<file path="src/rtl/ws2812_bit_encoder.sv">
// WS2812 NRZ serializer: takes 24-bit GRB pixels over valid/ready and drives sdi,
// inserting the latch low period on request. Optional pixel counter: WS2812_ENC_PIXEL_COUNT_EN.
module ws2812_bit_encoder #(
  parameter int T_BIT      = 25,
  parameter int T0H        = 8,
  parameter int T1H        = 16,
  parameter int T_RESET    = 1200,
  parameter int PIXEL_BITS = 24
) (
  input  logic                  clk,
  input  logic                  reset,
  input  logic [PIXEL_BITS-1:0] pixel_data,
  input  logic                  pixel_valid,
  output logic                  pixel_ready,
  input  logic                  latch_req,
  output logic                  busy,
  output logic                  sdi
`ifdef WS2812_ENC_PIXEL_COUNT_EN
  ,
  output logic [15:0]           pixel_count
`endif
);

  localparam int MAXT = (T_BIT > T_RESET) ? T_BIT : T_RESET;
  localparam int PW   = $clog2(MAXT);
  localparam int BW   = $clog2(PIXEL_BITS);

  localparam logic [PW-1:0] T0H_LAST   = PW'(T0H - 1);
  localparam logic [PW-1:0] T1H_LAST   = PW'(T1H - 1);
  localparam logic [PW-1:0] T0L_LAST   = PW'(T_BIT - T0H - 1);
  localparam logic [PW-1:0] T1L_LAST   = PW'(T_BIT - T1H - 1);
  localparam logic [PW-1:0] RESET_LAST = PW'(T_RESET - 1);
  localparam logic [BW-1:0] BIT_FIRST  = BW'(PIXEL_BITS - 1);

  if (!(T0H > 0 && T0H < T1H && T1H < T_BIT)) begin : g_bad_timing
    $error("ws2812_bit_encoder: timing parameters must satisfy 0 < T0H < T1H < T_BIT");
  end

  typedef enum logic [1:0] {IDLE, BIT_HIGH, BIT_LOW, LATCH} state_t;

  state_t                  state_q, state_d;
  logic [PIXEL_BITS-1:0]   shift_q, shift_d;
  logic [BW-1:0]           bit_idx_q, bit_idx_d;
  logic [PW-1:0]           phase_q, phase_d;
  logic                    latch_pending_q, latch_pending_d;
  logic                    sdi_q, sdi_d;
  logic                    cur_bit, high_last, low_last, accept, latch_entry;

  always_ff @(posedge clk) begin
    if (reset) begin
      state_q         <= IDLE;
      shift_q         <= '0;
      bit_idx_q       <= '0;
      phase_q         <= '0;
      latch_pending_q <= 1'b0;
      sdi_q           <= 1'b0;
    end else begin
      state_q         <= state_d;
      shift_q         <= shift_d;
      bit_idx_q       <= bit_idx_d;
      phase_q         <= phase_d;
      latch_pending_q <= latch_pending_d;
      sdi_q           <= sdi_d;
    end
  end

  // The ready window on the last low cycle of bit 0 lets a new pixel follow with no gap.
  always_comb begin
    cur_bit   = shift_q[PIXEL_BITS-1];
    high_last = (phase_q == (cur_bit ? T1H_LAST : T0H_LAST));
    low_last  = (phase_q == (cur_bit ? T1L_LAST : T0L_LAST));

    pixel_ready = 1'b0;
    if (!reset) begin
      if (state_q == IDLE)
        pixel_ready = 1'b1;
      else if (state_q == BIT_LOW && low_last && bit_idx_q == '0 && !latch_pending_q)
        pixel_ready = 1'b1;
    end
    accept = pixel_valid && pixel_ready;

    state_d         = state_q;
    shift_d         = shift_q;
    bit_idx_d       = bit_idx_q;
    phase_d         = phase_q + 1'b1;
    latch_pending_d = latch_pending_q;

    case (state_q)
      IDLE: begin
        phase_d = '0;
        if (accept) begin
          shift_d   = pixel_data;
          bit_idx_d = BIT_FIRST;
          state_d   = BIT_HIGH;
          if (latch_req) latch_pending_d = 1'b1;
        end else if (latch_req) begin
          state_d = LATCH;
        end
      end
      BIT_HIGH: begin
        if (latch_req) latch_pending_d = 1'b1;
        if (high_last) begin
          state_d = BIT_LOW;
          phase_d = '0;
        end
      end
      BIT_LOW: begin
        if (latch_req) latch_pending_d = 1'b1;
        if (low_last) begin
          phase_d = '0;
          if (bit_idx_q != '0) begin
            bit_idx_d = bit_idx_q - 1'b1;
            shift_d   = {shift_q[PIXEL_BITS-2:0], 1'b0};
            state_d   = BIT_HIGH;
          end else if (accept) begin
            shift_d   = pixel_data;
            bit_idx_d = BIT_FIRST;
            state_d   = BIT_HIGH;
          end else if (latch_pending_q || latch_req) begin
            state_d = LATCH;
          end else begin
            state_d = IDLE;
          end
        end
      end
      LATCH: begin
        if (phase_q == RESET_LAST) begin
          state_d = IDLE;
          phase_d = '0;
        end
      end
      default: begin
        state_d = IDLE;
        phase_d = '0;
      end
    endcase

    latch_entry = (state_d == LATCH) && (state_q != LATCH);
    if (latch_entry) latch_pending_d = 1'b0;

    sdi_d = (state_d == BIT_HIGH);
  end

  assign busy = (state_q != IDLE) || latch_pending_q;
  assign sdi  = sdi_q;

`ifdef WS2812_ENC_PIXEL_COUNT_EN
  logic [15:0] pixel_count_q;

  always_ff @(posedge clk) begin
    if (reset || latch_entry)
      pixel_count_q <= '0;
    else if (accept)
      pixel_count_q <= pixel_count_q + 16'd1;
  end

  assign pixel_count = pixel_count_q;
`endif

endmodule

</file>
<file path="config.mk">
export PLATFORM = sky130hd
export DESIGN_NAME = ws2812_bit_encoder
export DESIGN_NICKNAME = d
export VERILOG_FILES = /design/src/rtl/ws2812_bit_encoder.sv
export SDC_FILE = /design/constraint.sdc
export NUM_CORES = 1
export LEC_CHECK = 0
export CAP_MARGIN = 20
export CORE_MARGIN = 3
export CORE_UTILIZATION = 30
export DETAILED_ROUTE_END_ITERATION = 16
export GPL_ROUTABILITY_DRIVEN = 0
export HOLD_SLACK_MARGIN = 0.08
export PLACE_DENSITY_LB_ADDON = 0.08
export SLEW_MARGIN = 5
export SYNTH_ARGS = -nofsm -noshare
export SYNTH_HDL_FRONTEND = slang
export SYNTH_SLANG_ARGS = --single-unit
</file>
<file path="constraint.sdc">
create_clock -name clk -period 3.2 [get_ports clk]
set_input_delay 0.8 -clock clk [delete_from_list [all_inputs] [get_ports clk]]
set_output_delay 0.8 -clock clk [all_outputs]
set_load 0.02 [all_outputs]
</file>
==> results of run 1 <==
flip-flops by register name (all words and copies together), names as in the netlist:
signal,flops
sdi,1
latch_pending_q,1
state_q,2
shift_q,24
phase_q,11
bit_idx_q,5
per-stage QoR:
stage / cells / worst slack [ns] / power, mW / area, um^2 / util
floorplan: 263 / 0.136 / 0.926 / 2270 / -
global placement: 398 / -0.177 / 1.09 / 2800 / 0.384
detailed placement: 398 / -0.176 / 1.08 / 2800 / 0.384
CTS: 406 / 0.0110 / 1.53 / 2920 / 0.400
global route: 406 / -0.0235 / 1.60 / 2920 / 0.400
finish: 406 / 0.0512 / 1.51 / 2920 / 0.400
cell type report:
cell class / count / share of cell area
clock buffers: 5 / 0.0236
clock inverters: 3 / 0.0159
inverters: 11 / 0.0141
multi-input cells: 191 / 0.437
flip-flops and latches: 44 / 0.302
well taps: 99 / 0.0424
repair buffers: 53 / 0.165
how the worst max path moves through the flow:
stage | from | end | slack, ns | cells after the start
floorplan | phase_q[5]$_SDFF_PP0_ | pixel_ready | 0.14 | 5
global placement | phase_q[1]$_SDFF_PP0_ | pixel_ready | -0.18 | 7
detailed placement | phase_q[1]$_SDFF_PP0_ | pixel_ready | -0.18 | 7
CTS | phase_q[5]$_SDFF_PP0_ | pixel_ready | 0.01 | 5
global route | phase_q[5]$_SDFF_PP0_ | pixel_ready | -0.02 | 5
finish | phase_q[5]$_SDFF_PP0_ | pixel_ready | 0.05 | 5
cell usage in the layout (no fill, tap or decap), types with 2 or more instances in the layout:
cell,instances
nor2_1,75
dfxtp_1,44
clkdlybuf4s50_1,29
o221a_2,23
buf_4,23
inv_1,11
ha_1,9
nand2_1,8
xnor2_1,7
a21oi_1,7
xor2_1,6
clkbuf_8,5
nor4_1,4
nand3_1,4
nand2b_1,3
a31oi_1,3
nor3_1,3
nand4_1,3
o22ai_1,3
or4_4,2
o21a_1,2
or3_1,2
and3_1,2
o311ai_0,2
a211oi_1,2
worst register-to-register path: stages (launching register included):
cell      delay, ns
dfxtp_1        0.32
or4_4          0.54
or4_4          0.54
o41a_4         0.44
buf_4          0.16
o31ai_4        0.27
buf_12         0.21
nor2_1         0.06
a211oi_1       0.19
power breakdown:
group          switching, mW  leakage (nW)  total, mW  internal, mW
Sequential            0.0311         0.358      0.633         0.602
Combinational          0.225         0.760      0.437         0.211
Clock                  0.204        0.0548      0.439         0.235
metal layers:
metal	GRT usage	up-vias	wire length, um
met4	0.0366	0	53
met1	0.178	935	2710
li1	-	1021	-
met3	0.0301	5	172
met2	0.213	27	2510
met5	0	-	0
logic make-up (layout without fill, tap and decap cells):
family / after synthesis / in the layout / synth area share
compound gates: 53 / 53 / 0.221
flops: 44 / 44 / 0.389
xor+xnor: 13 / 13 / 0.0502
buf+inv: 28 / 72 / 0.0525
simple gates: 114 / 114 / 0.229
mux: 2 / 2 / 0.00939
fa+ha+maj: 9 / 9 / 0.0497
what timing repair did:
item | 4_1_cts | 5_1_grt
endpoints found under the setup margin | 1 | 1
gates resized for setup | 7 | 1
hold buffers | 0 | 0
==> results.sh, run 1 <==
export IMPL_crit_path_start_kind="flop"
export IMPL_crit_fanout=2
export IMPL_syn_cell_area_um2=2270
export IMPL_diodes=0
export IMPL_regToRegEndpoint="bit_idx_q[1]$_SDFFE_PP0P_"
export IMPL_hold_class="reg2reg"
export IMPL_max_clock_freq_mhz=318
export IMPL_crit_family="simple AND/OR/NAND/NOR gates"
export IMPL_grt_pass1_vias=1893
export IMPL_synthesis_instances=263
export IMPL_yosysWarnings=0
export IMPL_slowest_stage="or4_4"
export IMPL_drv_slew=0
export IMPL_r2r_start="phase_q[5]$_SDFF_PP0_"
export IMPL_synth_common_cells="nor2_1 (76), dfxtp_1 (44), o221a_2 (23)"
export IMPL_outcome="complete, no violations"
export IMPL_areaGrowthSynthToFinish_pct=28.8
export IMPL_cp_data_required_time_ns=2.40
export IMPL_synth_edff_count=0
export IMPL_slowest_delay_ns=0.54
export IMPL_grt_usage=0.132
export IMPL_rrSetupSlack_ns=0.38
export IMPL_grt_pass1_wl_um=9160
export IMPL_crit_chain="or4_4 -> or4_4 -> o41a_4 -> nor2_2 -> buf_4"
export IMPL_yosysSeqAreaShare=0.389
export IMPL_r2r_cells=8
export IMPL_hpwl_um=3750
export IMPL_clkTransAtPathRegs_ns=0.09
export IMPL_post_cts_setup_buffers=0
export IMPL_yosysMostFrequentCell="nor2_1"
export IMPL_power_leakage_nw=1.17
export IMPL_synthArstFlopShare=0
export IMPL_initial_core_util=0.311
export IMPL_rows=31
export IMPL_final_nets=343
export IMPL_grt_max_degree=36
export IMPL_multi_input_area_um2=1270
export IMPL_whs_ns=0.499
export IMPL_holdPathEnd="shift_q[0]$_SDFFE_PP0P_"
export IMPL_io_buffers=30
export IMPL_cap_viol_max_count=0
export IMPL_routed_wl_um=5450
export IMPL_crit_buf_inv=1
export IMPL_worst_slew_pin_slew_ns=0.528
export IMPL_layout_drive_gt1_share=0.212
export IMPL_cpMostUsedCell="or4_4"
export IMPL_fill_cells=806
export IMPL_arrival_ns=2.35
export IMPL_setup_viol=0
export IMPL_synth_area_leader_cell="dfxtp_1"
export IMPL_die_area_um2=8630
export IMPL_rsz0062_at_grt="yes"
export IMPL_synth_top_area_frac=0.389
export IMPL_path_class="reg2out"
export IMPL_ys_ff_latch=44
export IMPL_cts_sinks=44
export IMPL_synth_ff_type="dfxtp_1"
export IMPL_synth_avg_cell_area_um2=8.62
export IMPL_cts_buffers=5
export IMPL_cts_tree="yes"
export IMPL_p_per_area_nw_per_um2=517
export IMPL_hold_depth=2
export IMPL_firstDrtPassIters=4
export IMPL_dieHeight_um=92.9
export IMPL_antenna_left=0
export IMPL_end_kind="output port"
export IMPL_hold_violations=0
export IMPL_seqCellArea_um2=881
export IMPL_ios=31
export IMPL_vias=1988
export IMPL_yosys_top_cells_area="dfxtp_1 (39%), nor2_1 (13%), o221a_2 (11%)"
export IMPL_wl_per_cell_um=13.4
export IMPL_cts_max_level=2
export IMPL_drt_initial_drc_count=75
export IMPL_drc=0
export IMPL_fin_crit_ns=3.15
export IMPL_clock_path_buffers=2
export IMPL_die_width_um=92.9
export IMPL_yosysUniqueCellTypes=47
export IMPL_core_um2=7290
export IMPL_peakVddDrop_mv=0.220
export IMPL_worstHoldStart="shift_q[0]$_SDFFE_PP0P_"
export IMPL_finClkSkew_ns=0.00716
export IMPL_syn_nets=300
export IMPL_finalCritPeriodShare=0.984
export IMPL_viasPerCell=4.90
export IMPL_finalSetupTns_ns=0
export IMPL_relSlewSlack=0.645
export IMPL_insertion_delay_ns=0.30
export IMPL_clock_tree_root_cell="clkbuf_8"
export IMPL_grt_ovfl_total=0
export IMPL_antenna_found_initial=0
Note: power is estimated with default switching activity, not from simulation.
==> inputs of run 2 (changes only) <==
CORE_UTILIZATION = 25   (was 30)
==> results.sh, run 2 (synthesis gave the netlist of run 1 again) <==
export IMPL_layout_common_cells="nor2_1 (75), dfxtp_1 (43), clkdlybuf4s50_1 (29), o221a_2 (23), buf_4 (22)"
export IMPL_largest_register="shift_q"
export IMPL_largestRegisters="shift_q x24, phase_q x11, bit_idx_q x5"
export IMPL_cts_max_level=2
export IMPL_hold_class="reg2reg"
export IMPL_r2r_cells=8
export IMPL_cts_buffers=5
export IMPL_r2r_start="phase_q[5]$_SDFF_PP0_"
export IMPL_rrSetupSlack_ns=0.32
export IMPL_clock_tree_root_cell="clkbuf_8"
export IMPL_die_area_um2=10200
export IMPL_setup_viol=1
export IMPL_viasPerCell=4.81
export IMPL_holdPathEnd="shift_q[0]$_SDFFE_PP0P_"
export IMPL_hold_depth=2
export IMPL_firstDrtPassIters=4
export IMPL_dieHeight_um=101
export IMPL_routed_wl_um=5700
export IMPL_cts_sinks=44
export IMPL_regToRegEndpoint="bit_idx_q[0]$_SDFFE_PP0P_"
export IMPL_post_cts_setup_buffers=0
export IMPL_largest_register_ffs=24
export IMPL_io_buffers=30
export IMPL_finalCritPeriodShare=1.00
export IMPL_wl_per_cell_um=13.8
export IMPL_finClkSkew_ns=0.00626
export IMPL_p_per_area_nw_per_um2=491
export IMPL_initial_core_util=0.259
export IMPL_drv_slew=0
export IMPL_failed_checks="setup timing"
export IMPL_crit_fanout=2
export IMPL_worst_slew_pin_slew_ns=0.547
export IMPL_die_width_um=101
export IMPL_clkTransAtPathRegs_ns=0.08
export IMPL_crit_path_start_kind="flop"
export IMPL_design_area_um2=2910
export IMPL_final_nets=343
export IMPL_hold_violations=0
export IMPL_multi_input_area_um2=1280
export IMPL_whs_ns=0.496
export IMPL_drc=0
export IMPL_drt_initial_drc_count=50
export IMPL_fill_cells=970
export IMPL_peakVddDrop_mv=0.172
export IMPL_insertion_delay_ns=0.30
export IMPL_grt_usage=0.117
export IMPL_seqCellArea_um2=882
export IMPL_placed_area_um2=2810
export IMPL_end_kind="output port"
export IMPL_rsz0062_at_grt="yes"
export IMPL_power_leakage_nw=1.16
export IMPL_layout_commonest_cell="nor2_1"
export IMPL_holdBufCountCts=0
export IMPL_diodes=0
export IMPL_core_um2=8760
export IMPL_grt_pass1_vias=2007
export IMPL_grt_ovfl_total=0
export IMPL_antenna_left=0
export IMPL_layout_drive_gt1_share=0.212
export IMPL_cts_tree="yes"
export IMPL_relSlewSlack=0.632
export IMPL_clock_path_buffers=2
export IMPL_rows=34
export IMPL_cp_data_required_time_ns=2.40
export IMPL_outcome="finished, violations left"
export IMPL_fin_crit_ns=3.20
export IMPL_vias=1993
export IMPL_hpwl_um=3880
export IMPL_worst_slack_ns=-0.00210
export IMPL_arrival_ns=2.40
export IMPL_grt_max_degree=36
export IMPL_ios=31
export IMPL_antenna_found_initial=0
export IMPL_areaGrowthSynthToFinish_pct=28.3
export IMPL_path_class="reg2out"
export IMPL_worstHoldStart="shift_q[0]$_SDFFE_PP0P_"
export IMPL_grt_pass1_wl_um=9520
export IMPL_max_clock_freq_mhz=312
export IMPL_cap_viol_max_count=0
## run 2: changes by cell type in the layout (fill, tap and decap cells not counted), sizes merged
cell,delta
bufinv,-1
clkinv,+1
inv,-1
## run 2: worst max-delay path, cell delays in order (launching register included)
cell,delay [ns]
dfxtp_1,0.32
or4_4,0.54
or4_4,0.54
o41a_4,0.50
nor2_4,0.09
buf_6,0.12
## run 2: layer usage
layer | GRT usage | vias to the layer above | wire length, um
met5 | 0 | - | 0
met4 | 0.0368 | 0 | 72
met3 | 0.0269 | 8 | 197
met2 | 0.185 | 25 | 2500
met1 | 0.157 | 939 | 2930
li1 | - | 1021 | -
## run 2: worst max-delay path by stage
stage,startpoint,end,depth (start not counted)
after floorplan,phase_q[5]$_SDFF_PP0_,pixel_ready,5
after global placement,phase_q[1]$_SDFF_PP0_,pixel_ready,7
after detailed placement,phase_q[1]$_SDFF_PP0_,pixel_ready,7
after CTS,phase_q[1]$_SDFF_PP0_,pixel_ready,7
after global routing,phase_q[5]$_SDFF_PP0_,pixel_ready,5
final,phase_q[5]$_SDFF_PP0_,pixel_ready,5
## run 2: timing repair
item / in CTS / in global routing
hold endpoints to repair: 0 / 0
pin swaps: 1 / 2
endpoints found under the setup margin: 1 / 1
resized for setup: 11 / 0
## run 2: power breakdown
| group | total [mW] | leakage (nW) | switching [mW] | internal [mW] |
|---|---|---|---|---|
| logic | 0.444 | 0.761 | 0.230 | 0.214 |
| registers | 0.634 | 0.358 | 0.0319 | 0.602 |
| clock network | 0.348 | 0.0400 | 0.200 | 0.148 |
## run 2: final cells by class
| class | count | share of cell area |
|---|---|---|
| multi-input cells | 191 | 0.440 |
| clock inverters | 2 | 0.00430 |
| well taps | 108 | 0.0465 |
| repair buffers | 53 | 0.167 |
| flip-flops and latches | 44 | 0.303 |
| clock buffers | 5 | 0.0237 |
| inverters | 11 | 0.0142 |
## run 2: metrics by stage
step                utilization  instances  total power, mW  setup WS (ns)  setup TNS (ns)
floorplan                     -        263            0.926          0.136               0
global placement          0.321        407             1.09         -0.196          -0.196
detailed placement        0.321        407             1.09         -0.209          -0.209
CTS                       0.332        414             1.45        -0.0141         -0.0141
global route              0.332        414             1.52        -0.0760         -0.0760
finish                    0.332        414             1.43       -0.00210        -0.00210
